$ cat src/rtl/sev_seg_pkg.sv
// Shared types and constants for the seven-segment message arbiter.
package sev_seg_pkg;

  localparam int unsigned DATA_W = 32;
  localparam int unsigned DIGITS = 8;
  localparam int unsigned CNT_W  = 16;
  localparam int unsigned ID_W   = 2;

  localparam int unsigned REQ_ERR    = 0;
  localparam int unsigned REQ_PROMPT = 1;
  localparam int unsigned REQ_INFO   = 2;

  localparam logic [DIGITS-1:0] DIGITS_ON  = 8'hFF;
  localparam logic [DIGITS-1:0] DIGITS_OFF = 8'h00;

  typedef enum logic {
    IDLE = 1'b0,
    SHOW = 1'b1
  } state_e;

  // Blank phase high means every digit is switched off.
  function automatic logic [DIGITS-1:0] digit_mask(input logic blank);
    return blank ? DIGITS_OFF : DIGITS_ON;
  endfunction

endpackage

$ cat src/rtl/sev_seg_blink_gen.sv
// Tick-driven reloadable down-counter with a phase toggle on every wrap.
// Used both for the blink half-period and for the message hold interval.
module sev_seg_blink_gen
  import sev_seg_pkg::*;
#(
  parameter int unsigned PERIOD = 250
) (
  input  logic clk,
  input  logic rst,
  input  logic load,
  input  logic tick,
  input  logic enable,
  output logic blank,
  output logic wrap_c
);

  localparam logic [CNT_W-1:0] RELOAD = CNT_W'(PERIOD - 1);

  logic [CNT_W-1:0] cnt_q, cnt_d;
  logic             blank_q, blank_d;

  // Wrap fires on the tick that finds the counter already at zero.
  assign wrap_c = !load && enable && tick && (cnt_q == '0);
  assign blank  = blank_q;

  always_comb begin
    cnt_d   = cnt_q;
    blank_d = blank_q;
    if (load) begin
      cnt_d   = RELOAD;
      blank_d = 1'b0;
    end else if (wrap_c) begin
      cnt_d   = RELOAD;
      blank_d = ~blank_q;
    end else if (enable && tick) begin
      cnt_d = cnt_q - CNT_W'(1);
    end
  end

  always_ff @(posedge clk) begin
    if (rst) begin
      cnt_q   <= '0;
      blank_q <= 1'b0;
    end else begin
      cnt_q   <= cnt_d;
      blank_q <= blank_d;
    end
  end

endmodule

$ cat src/rtl/sev_seg_msg_arbiter.sv
// Fixed-priority arbiter that shows one requester's word for a timed hold,
// optionally blinking, then falls back to the background word.
module sev_seg_msg_arbiter
  import sev_seg_pkg::*;
#(
  parameter int unsigned HOLD_MS  = 2000,
  parameter int unsigned BLINK_MS = 250,
  parameter int unsigned NUM_REQ  = 3
) (
  input  logic                      clk,
  input  logic                      rst,
  input  logic                      tick_1ms,
  input  logic [DATA_W-1:0]         base_data,
  input  logic [NUM_REQ-1:0]        req,
  input  logic [DATA_W*NUM_REQ-1:0] msg_data,
  input  logic [NUM_REQ-1:0]        msg_blink,
  input  logic                      abort,
  output logic [NUM_REQ-1:0]        ack,
  output logic [NUM_REQ-1:0]        done,
  output logic                      busy,
  output logic [ID_W-1:0]           active_id,
  output logic [DATA_W-1:0]         disp_data,
  output logic [DIGITS-1:0]         digit_en
);

  if (HOLD_MS < 1 || HOLD_MS > 65535) begin : g_bad_hold
    $error("HOLD_MS out of range 1..65535");
  end
  if (BLINK_MS < 1 || BLINK_MS > 65535) begin : g_bad_blink
    $error("BLINK_MS out of range 1..65535");
  end
  if (NUM_REQ != 3) begin : g_bad_nreq
    $error("NUM_REQ must be 3");
  end

  state_e              state_q, state_d;
  logic [NUM_REQ-1:0]  ack_q, ack_d;
  logic [NUM_REQ-1:0]  done_q, done_d;
  logic                busy_q, busy_d;
  logic [ID_W-1:0]     active_id_q, active_id_d;
  logic [DATA_W-1:0]   disp_data_q, disp_data_d;
  logic [DIGITS-1:0]   digit_en_q, digit_en_d;
  logic                blink_flag_q, blink_flag_d;

  logic                req_any_c;
  logic [ID_W-1:0]     grant_id_c;
  logic [DATA_W-1:0]   grant_word_c;
  logic                grant_blink_c;
  logic                load_c;
  logic                show_c;
  logic                hold_wrap_c;
  logic                hold_phase_unused;
  logic                blink_wrap_c;
  logic                blink_blank;

  // Lowest requesting index wins; scanning downward lets it overwrite.
  always_comb begin
    req_any_c     = |req;
    grant_id_c    = '0;
    grant_word_c  = '0;
    grant_blink_c = 1'b0;
    for (int i = NUM_REQ - 1; i >= 0; i--) begin
      if (req[i]) begin
        grant_id_c    = ID_W'(i);
        grant_word_c  = msg_data[i*DATA_W +: DATA_W];
        grant_blink_c = msg_blink[i];
      end
    end
  end

  assign show_c = (state_q == SHOW);

  sev_seg_blink_gen #(
    .PERIOD (HOLD_MS)
  ) u_hold (
    .clk    (clk),
    .rst    (rst),
    .load   (load_c),
    .tick   (tick_1ms),
    .enable (show_c),
    .blank  (hold_phase_unused),
    .wrap_c (hold_wrap_c)
  );

  sev_seg_blink_gen #(
    .PERIOD (BLINK_MS)
  ) u_blink (
    .clk    (clk),
    .rst    (rst),
    .load   (load_c),
    .tick   (tick_1ms),
    .enable (show_c && blink_flag_q),
    .blank  (blink_blank),
    .wrap_c (blink_wrap_c)
  );

  always_comb begin
    state_d      = state_q;
    ack_d        = '0;
    done_d       = '0;
    busy_d       = busy_q;
    active_id_d  = active_id_q;
    disp_data_d  = disp_data_q;
    digit_en_d   = digit_en_q;
    blink_flag_d = blink_flag_q;
    load_c       = 1'b0;

    unique case (state_q)
      IDLE: begin
        disp_data_d = base_data;
        digit_en_d  = DIGITS_ON;
        busy_d      = 1'b0;
        active_id_d = '0;
        if (req_any_c) begin
          state_d      = SHOW;
          load_c       = 1'b1;
          ack_d        = NUM_REQ'(1) << grant_id_c;
          active_id_d  = grant_id_c;
          busy_d       = 1'b1;
          disp_data_d  = grant_word_c;
          blink_flag_d = grant_blink_c;
        end
      end
      SHOW: begin
        // Abort outranks a coinciding expiry, so it never yields done.
        if (abort || hold_wrap_c) begin
          state_d     = IDLE;
          busy_d      = 1'b0;
          active_id_d = '0;
          disp_data_d = base_data;
          digit_en_d  = DIGITS_ON;
          if (!abort) begin
            done_d = NUM_REQ'(1) << active_id_q;
          end
        end else if (blink_flag_q) begin
          digit_en_d = digit_mask(blink_blank ^ blink_wrap_c);
        end
      end
      default: state_d = IDLE;
    endcase
  end

  always_ff @(posedge clk) begin
    if (rst) begin
      state_q      <= IDLE;
      ack_q        <= '0;
      done_q       <= '0;
      busy_q       <= 1'b0;
      active_id_q  <= '0;
      disp_data_q  <= '0;
      digit_en_q   <= DIGITS_ON;
      blink_flag_q <= 1'b0;
    end else begin
      state_q      <= state_d;
      ack_q        <= ack_d;
      done_q       <= done_d;
      busy_q       <= busy_d;
      active_id_q  <= active_id_d;
      disp_data_q  <= disp_data_d;
      digit_en_q   <= digit_en_d;
      blink_flag_q <= blink_flag_d;
    end
  end

  assign ack       = ack_q;
  assign done      = done_q;
  assign busy      = busy_q;
  assign active_id = active_id_q;
  assign disp_data = disp_data_q;
  assign digit_en  = digit_en_q;

endmodule

$ cat config.mk
export PLATFORM = sky130hd
export DESIGN_NAME = sev_seg_msg_arbiter
export DESIGN_NICKNAME = d
export VERILOG_FILES = /design/src/rtl/sev_seg_pkg.sv /design/src/rtl/sev_seg_blink_gen.sv /design/src/rtl/sev_seg_msg_arbiter.sv
export SDC_FILE = /design/constraint.sdc
export NUM_CORES = 1
export LEC_CHECK = 0
export BUFFER_PORTS_ARGS = -buffer_cell sky130_fd_sc_hd__buf_2
export CORE_MARGIN = 4
export CORE_UTILIZATION = 51
export CTS_CLUSTER_SIZE = 28
export DETAILED_ROUTE_END_ITERATION = 12
export MAX_ROUTING_LAYER = met4
export PLACE_DENSITY = 0.87
export SLEW_MARGIN = 10
export SYNTH_ARGS = -nofsm -noshare
export SYNTH_HDL_FRONTEND = slang
export SYNTH_SLANG_ARGS = --single-unit
$ cat constraint.sdc
create_clock -name clk -period 4.5 [get_ports clk]
set_input_delay 1.125 -clock clk [delete_from_list [all_inputs] [get_ports clk]]
set_output_delay 1.125 -clock clk [all_outputs]
set_load 0.01 [all_outputs]
==> impl_metrics.py, run 1 <==
metrics = {
    "sta": {
        "finalMaxSlewViolations": 0,
        "highest_clock_rate_ghz": 0.299,
        "hold_viol_final": 0,
        "maxSlewHeadroom": 0.213,
        "worstMarginPinSlew_ps": 1180,
        "finalSetupTns_ps": 0,
        "setup_repair_after_global_routing_missed_its_margin": "no",
        "period_share": 0.743,
        "hold_ws_ps": 481,
        "clock-skew-final_ps": 15.7,
        "fin_crit_ps": 3340,
        "finalSetupViolations": 0,
    },
    "finish": {
        "final_common_cell": "sky130_fd_sc_hd__buf_2",
        "final_cell_mix": "sky130_fd_sc_hd__buf_2, sky130_fd_sc_hd__dfxtp_1, sky130_fd_sc_hd__nand2_1, sky130_fd_sc_hd__nor2_1, sky130_fd_sc_hd__a31oi_1",
        "antenna-diode-count": 0,
        "num-nets-final": 773,
        "layout-drive-gt1-share": 0.409,
        "layout.core_utilization": 0.666,
        "post_route_non_filler_standard_cell_count": 737,
        "syn2layout_area_growth_pct": 27.5,
        "post-route-cell-area_um2": 5120,
    },
    "min_path": {
        "hold_path_class": "flop to flop",
        "min_delay_path_depth": 2,
    },
    "routing": {
        "ant_nets": 0,
        "initialDrtViolationCount": 370,
        "drt-wirelength-per-cell_um": 17.1,
        "drt_pass1_iterations": 7,
        "routed_via_density": 5.95,
        "drc_violation_count_after_routing": 0,
        "via_count": 4388,
        "routed_wirelength_mm": 12.6,
    },
    "clocking": {
        "post_cts_hold_buffer_count": 0,
        "cts_setup_buffers": 0,
        "clock_sink_count": 77,
        "post_cts_resized": 0,
        "clockBufferDepth": 2,
        "clk_latency_ps": 360,
        "clock_tree_from_tritoncts": "done",
        "htree_levels": 3,
        "clkTransAtPathRegs_ps": 90,
        "cts_made_buffers": 9,
        "cts_root_buffer": "sky130_fd_sc_hd__clkbuf_8",
    },
    "global_routing": {
        "grt.overflow.total": 0,
        "grt_start_max_net_pins": 70,
        "grt_antenna_before_repair": 0,
        "grt_util_all_layers": 0.267,
        "grt_pass1_wl_mm": 20.1,
        "number_of_global_route_vias_before_repair": 4329,
    },
    "setup_path": {
        "criticalPathCategory": "primary input to flop",
        "worst-endpoint-arrival_ps": 3610,
        "cp.required_ps": 4770,
        "worst_setup_path_end_kind": "flop",
        "worst-r2r-cell-count": 5,
        "setup.worst_path.start_class": "primary input",
        "crit_path_max_fanout": 37,
    },
    "yosys": {
        "synth-seq-cells": 77,
        "syn_inst": 472,
        "yosysSeqAreaShare": 0.384,
        "synthesis.yosys.warnings": 0,
        "post_syn_nets": 614,
        "syn_area_per_cell_um2": 8.51,
        "syn_area_um2": 4020,
        "synthDistinctLibCells": 50,
    },
    "floorplan": {
        "floorplan.initialDensity": 0.522,
        "die_area_um2": 9360,
        "core.rowCount": 32,
        "core_um2": 7690,
        "die_width_um": 96.7,
        "die-height_um": 96.7,
        "io-pin-count": 187,
    },
    "placement": {
        "io_buffers": 186,
        "gpl_congestion": 0.954,
        "post-dp-hpwl_mm": 9.35,
        "dpl_cell_area_um2": 4920,
        "numPlacedInstances": 722,
    },
    "power": {
        "power.density_cell_area_nw_per_um2": 321,
        "leakage_nw": 2.23,
        "worst_ir_drop_vdd_mv": 0.141,
    },
    "outcome": {
        "outcome": "complete, no violations",
    },
    "run": {
        "drv_cap": 0,
    },
}
-- synth_stat cells, drive strengths merged --
library cell  instances  share of area
a2111o                1         0.0028
a211oi                6          0.011
a21o                  4         0.0075
a21oi                11          0.014
a221o                 9          0.022
a221oi                1         0.0022
a22oi                24          0.045
a311oi                2         0.0044
a31oi                36          0.056
a32oi                 9          0.020
and2                  3         0.0047
and3                  3         0.0047
and3b                 1         0.0022
and4b                 1         0.0025
buf                  13          0.020
clkbuf               30          0.028
dfxtp                77           0.38
ha                    4          0.012
inv                   7         0.0065
mux2i                 1         0.0025
nand2                53          0.050
nand2b               12          0.019
nand3                 6         0.0075
nand3b                1         0.0019
nand4                 3         0.0047
nand4b                1         0.0022
nor2                 42          0.039
nor2b                 3         0.0047
nor3                 11          0.015
nor3b                 4          0.010
nor4                  9          0.016
nor4b                 2         0.0044
o21ai                 2         0.0025
o221a                23          0.064
o22ai                 1         0.0016
o31ai                 2         0.0037
or2                  23          0.036
or3                   4         0.0078
or4                   4         0.0084
xnor2                16          0.035
xor2                  7          0.015
-- stage by stage --
step           setup WS (ps)  total power [W]
4_1_cts                 1220          0.00164
3_3_place_gp             895          0.00111
5_1_grt                 1010          0.00171
6_report                1160          0.00164
3_5_place_dp             842          0.00112
2_1_floorplan           1740         0.000979
-- cell type report --
type / count / area [um2]
clock buffer: 10 / 138
clock inverter: 5 / 60.1
fill: 661 / 2560
inverter: 7 / 26.3
multi-input combinational: 345 / 2260
sequential: 77 / 1540
tap: 102 / 128
timing repair buffer: 191 / 968
-- power by group --
group / internal, W / switching [W] / total (W)
Clock: 0.000270 / 0.000260 / 0.000530
Combinational: 0.000160 / 0.000183 / 0.000342
Sequential: 0.000729 / 0.0000425 / 0.000772
-- sequential cells by signal (all words and copies together) (netlist names) --
name,flops
ack,3
active_id,2
blink_flag_q,1
busy,1
digit_en,1
disp_data,32
done,3
show_c,1
u_blink.blank,1
u_blink.cnt_q,16
u_hold.cnt_q,16
-- critical path, stage by stage --
cell and delay (ps):
sky130_fd_sc_hd__buf_2 550, sky130_fd_sc_hd__or3_1 270, sky130_fd_sc_hd__nor2b_2 950, sky130_fd_sc_hd__buf_4 350
sky130_fd_sc_hd__o31ai_1 100, sky130_fd_sc_hd__a211oi_1 250
-- final timing paths --
check                                startpoint               to  slack, ps
worst min register to register    disp_data[12]    disp_data[12]        480
worst max register to register  u_hold.cnt_q[7]     active_id[0]       1910
worst min-delay path              disp_data[12]    disp_data[12]        480
worst max-delay path                     req[1]  u_hold.cnt_q[7]       1160
-- per-layer routing --
layer	vias to the layer above	routed length, um	track usage
met1	2054	4790	0.295
met5	-	0	-
li1	2063	-	-
met4	0	415	0.131
met2	227	6500	0.455
met3	44	925	0.0577
-- logic make-up (layout without fill, tap and decap cells) --
logic type | after synthesis | after routing | synth area share
and+or+nand+nor | 186 | 186 | 0.240
xor gates and xnor gates | 23 | 23 | 0.0502
AOI/OAI and AO/OA | 131 | 131 | 0.257
DFF | 77 | 77 | 0.384
muxes | 1 | 1 | 0.00249
adders and majority gates | 4 | 4 | 0.0125
buffers and inverters | 50 | 213 | 0.0545
Note: power is estimated with default switching activity, not from simulation.
==> run 2: changes to the inputs <==
--- a/config.mk
+++ b/config.mk
@@ -7,11 +7,11 @@
 export LEC_CHECK = 0
 export BUFFER_PORTS_ARGS = -buffer_cell sky130_fd_sc_hd__buf_2
 export CORE_MARGIN = 4
-export CORE_UTILIZATION = 51
+export CORE_UTILIZATION = 47
 export CTS_CLUSTER_SIZE = 28
 export DETAILED_ROUTE_END_ITERATION = 12
 export MAX_ROUTING_LAYER = met4
-export PLACE_DENSITY = 0.87
+export PLACE_DENSITY = 0.82
 export SLEW_MARGIN = 10
 export SYNTH_ARGS = -nofsm -noshare
 export SYNTH_HDL_FRONTEND = slang
==> constraint.sdc (replaced) <==
create_clock -name clk -period 3.1 [get_ports clk]
set_input_delay 0.775 -clock clk [delete_from_list [all_inputs] [get_ports clk]]
set_output_delay 0.775 -clock clk [all_outputs]
set_load 0.01 [all_outputs]
==> impl_metrics.py, run 2 (synthesis gave the netlist of run 1 again) <==
metrics = {
    "outcome": {
        "outcome": "complete, no violations",
    },
    "clocking": {
        "clock_sink_count": 77,
        "post_cts_resized": 0,
        "cts_root_buffer": "sky130_fd_sc_hd__clkbuf_8",
        "htree_levels": 3,
        "cts_made_buffers": 9,
        "clk_latency_ps": 350,
        "post_cts_hold_buffer_count": 0,
        "cts_setup_buffers": 0,
        "clockBufferDepth": 2,
        "clkTransAtPathRegs_ps": 80,
        "clock_tree_from_tritoncts": "done",
    },
    "placement": {
        "io_buffers": 186,
        "gpl_congestion": 0.917,
        "post-dp-hpwl_mm": 9.37,
    },
    "global_routing": {
        "grt_antenna_before_repair": 1,
        "grt_util_all_layers": 0.253,
        "grt_pass1_wl_mm": 20.0,
        "number_of_global_route_vias_before_repair": 4292,
        "grt.overflow.total": 0,
        "grt_start_max_net_pins": 70,
    },
    "sta": {
        "finalMaxSlewViolations": 0,
        "fin_crit_ps": 2410,
        "hold_viol_final": 0,
        "worstMarginPinSlew_ps": 949,
        "hold_ws_ps": 484,
        "period_share": 0.776,
        "finalSetupTns_ps": 0,
        "maxSlewHeadroom": 0.367,
        "setup_repair_after_global_routing_missed_its_margin": "no",
        "highest_clock_rate_ghz": 0.416,
        "finalSetupViolations": 0,
        "clock-skew-final_ps": 10.4,
    },
    "power": {
        "worst_ir_drop_vdd_mv": 0.291,
        "leakage_nw": 2.27,
        "power.density_cell_area_nw_per_um2": 476,
    },
    "floorplan": {
        "core.rowCount": 33,
        "die-height_um": 100,
        "die_area_um2": 10100,
        "core_um2": 8260,
        "floorplan.initialDensity": 0.486,
        "io-pin-count": 187,
        "die_width_um": 100,
    },
    "routing": {
        "ant_nets": 0,
        "drc_violation_count_after_routing": 0,
        "routed_via_density": 5.77,
        "routed_wirelength_mm": 12.7,
        "initialDrtViolationCount": 251,
        "via_count": 4307,
        "drt_pass1_iterations": 5,
        "drt-wirelength-per-cell_um": 16.9,
    },
    "setup_path": {
        "cp.required_ps": 3390,
        "worst_setup_path_end_kind": "flop",
        "critical_path.cell_chain": "nor4_2 -> and4b_1 -> a21o_1 -> buf_4 -> o221a_2",
        "critical-path-slowest-cell": "sky130_fd_sc_hd__nor4_2",
        "crit_path_max_fanout": 17,
        "setup.worst_path.start_class": "flop",
        "critPathMaxStageDelay_ps": 700,
        "criticalPathCategory": "flop to flop",
        "worst-endpoint-arrival_ps": 2700,
    },
    "finish": {
        "final_common_cell": "sky130_fd_sc_hd__buf_2",
        "fillers": 713,
        "largest_register_ffs": 32,
        "layout-drive-gt1-share": 0.413,
        "syn2layout_area_growth_pct": 29.3,
        "num-nets-final": 778,
        "final_cell_mix": "sky130_fd_sc_hd__buf_2, sky130_fd_sc_hd__dfxtp_1, sky130_fd_sc_hd__nand2_1, sky130_fd_sc_hd__nor2_1, sky130_fd_sc_hd__a31oi_1",
    },
    "min_path": {
        "hold_path_class": "flop to flop",
    },
    "run": {
        "drv_cap": 0,
    },
}
## run 2: cell count changes in the layout (fill, tap and decap cells not counted), sizes merged
cell	previous run	this run
diode	0	1
clkinv	2	3
clkinvlp	1	0
bufinv	1	2
buf	191	196
## run 2: through the flow
step	instance area, um2	power (W)	setup WS [ps]	utilization	std cells
after detailed placement	4970	0.00163	572	0.601	730
after global routing	5190	0.00257	532	0.629	747
after CTS	5190	0.00247	745	0.628	746
final	5190	0.00247	694	0.629	747
after global placement	4970	0.00162	604	0.601	730
after floorplan	4020	0.00142	692	-	472
## run 2: final timing paths
check	slack [ps]	cells after the start	endpoint	from
setup / recovery	690	5	disp_data[0]	u_hold.cnt_q[2]
hold / removal	480	2	disp_data[13]	disp_data[13]
hold reg to reg	480	2	disp_data[13]	disp_data[13]
setup reg to reg	690	5	disp_data[0]	u_hold.cnt_q[2]
## run 2: cell type report
class	instances	area, um2	share of cell area
sequential	77	1540	0.297
tap	105	131	0.0253
clock inverter	6	95.1	0.0183
inverter	7	26.3	0.00506
clock buffer	10	128	0.0246
timing repair buffer	196	1010	0.194
multi-input combinational	345	2260	0.436
antenna	1	2.50	0.000482
## run 2: where the power goes
group	switching, W	internal [W]
Combinational	0.000263	0.000235
Sequential	0.0000578	0.00106
Clock	0.000398	0.000461
## run 2: routing by layer
layer / GRT usage / part of all wire / vias to the layer above
li1: - / - / 2075
met1: 0.288 / 0.39 / 2023
met2: 0.429 / 0.51 / 175
met3: 0.0535 / 0.069 / 34
met4: 0.112 / 0.035 / 0
met5: - / 0 / -
## run 2: worst max-delay path: cells and delay by family, from the launching register on
family / cells / cell delay (ps)
AO/OA/AOI/OAI: 2 / 580
buffers and inverters: 1 / 300
AND/OR/NAND/NOR: 2 / 1080
flip-flops: 1 / 390
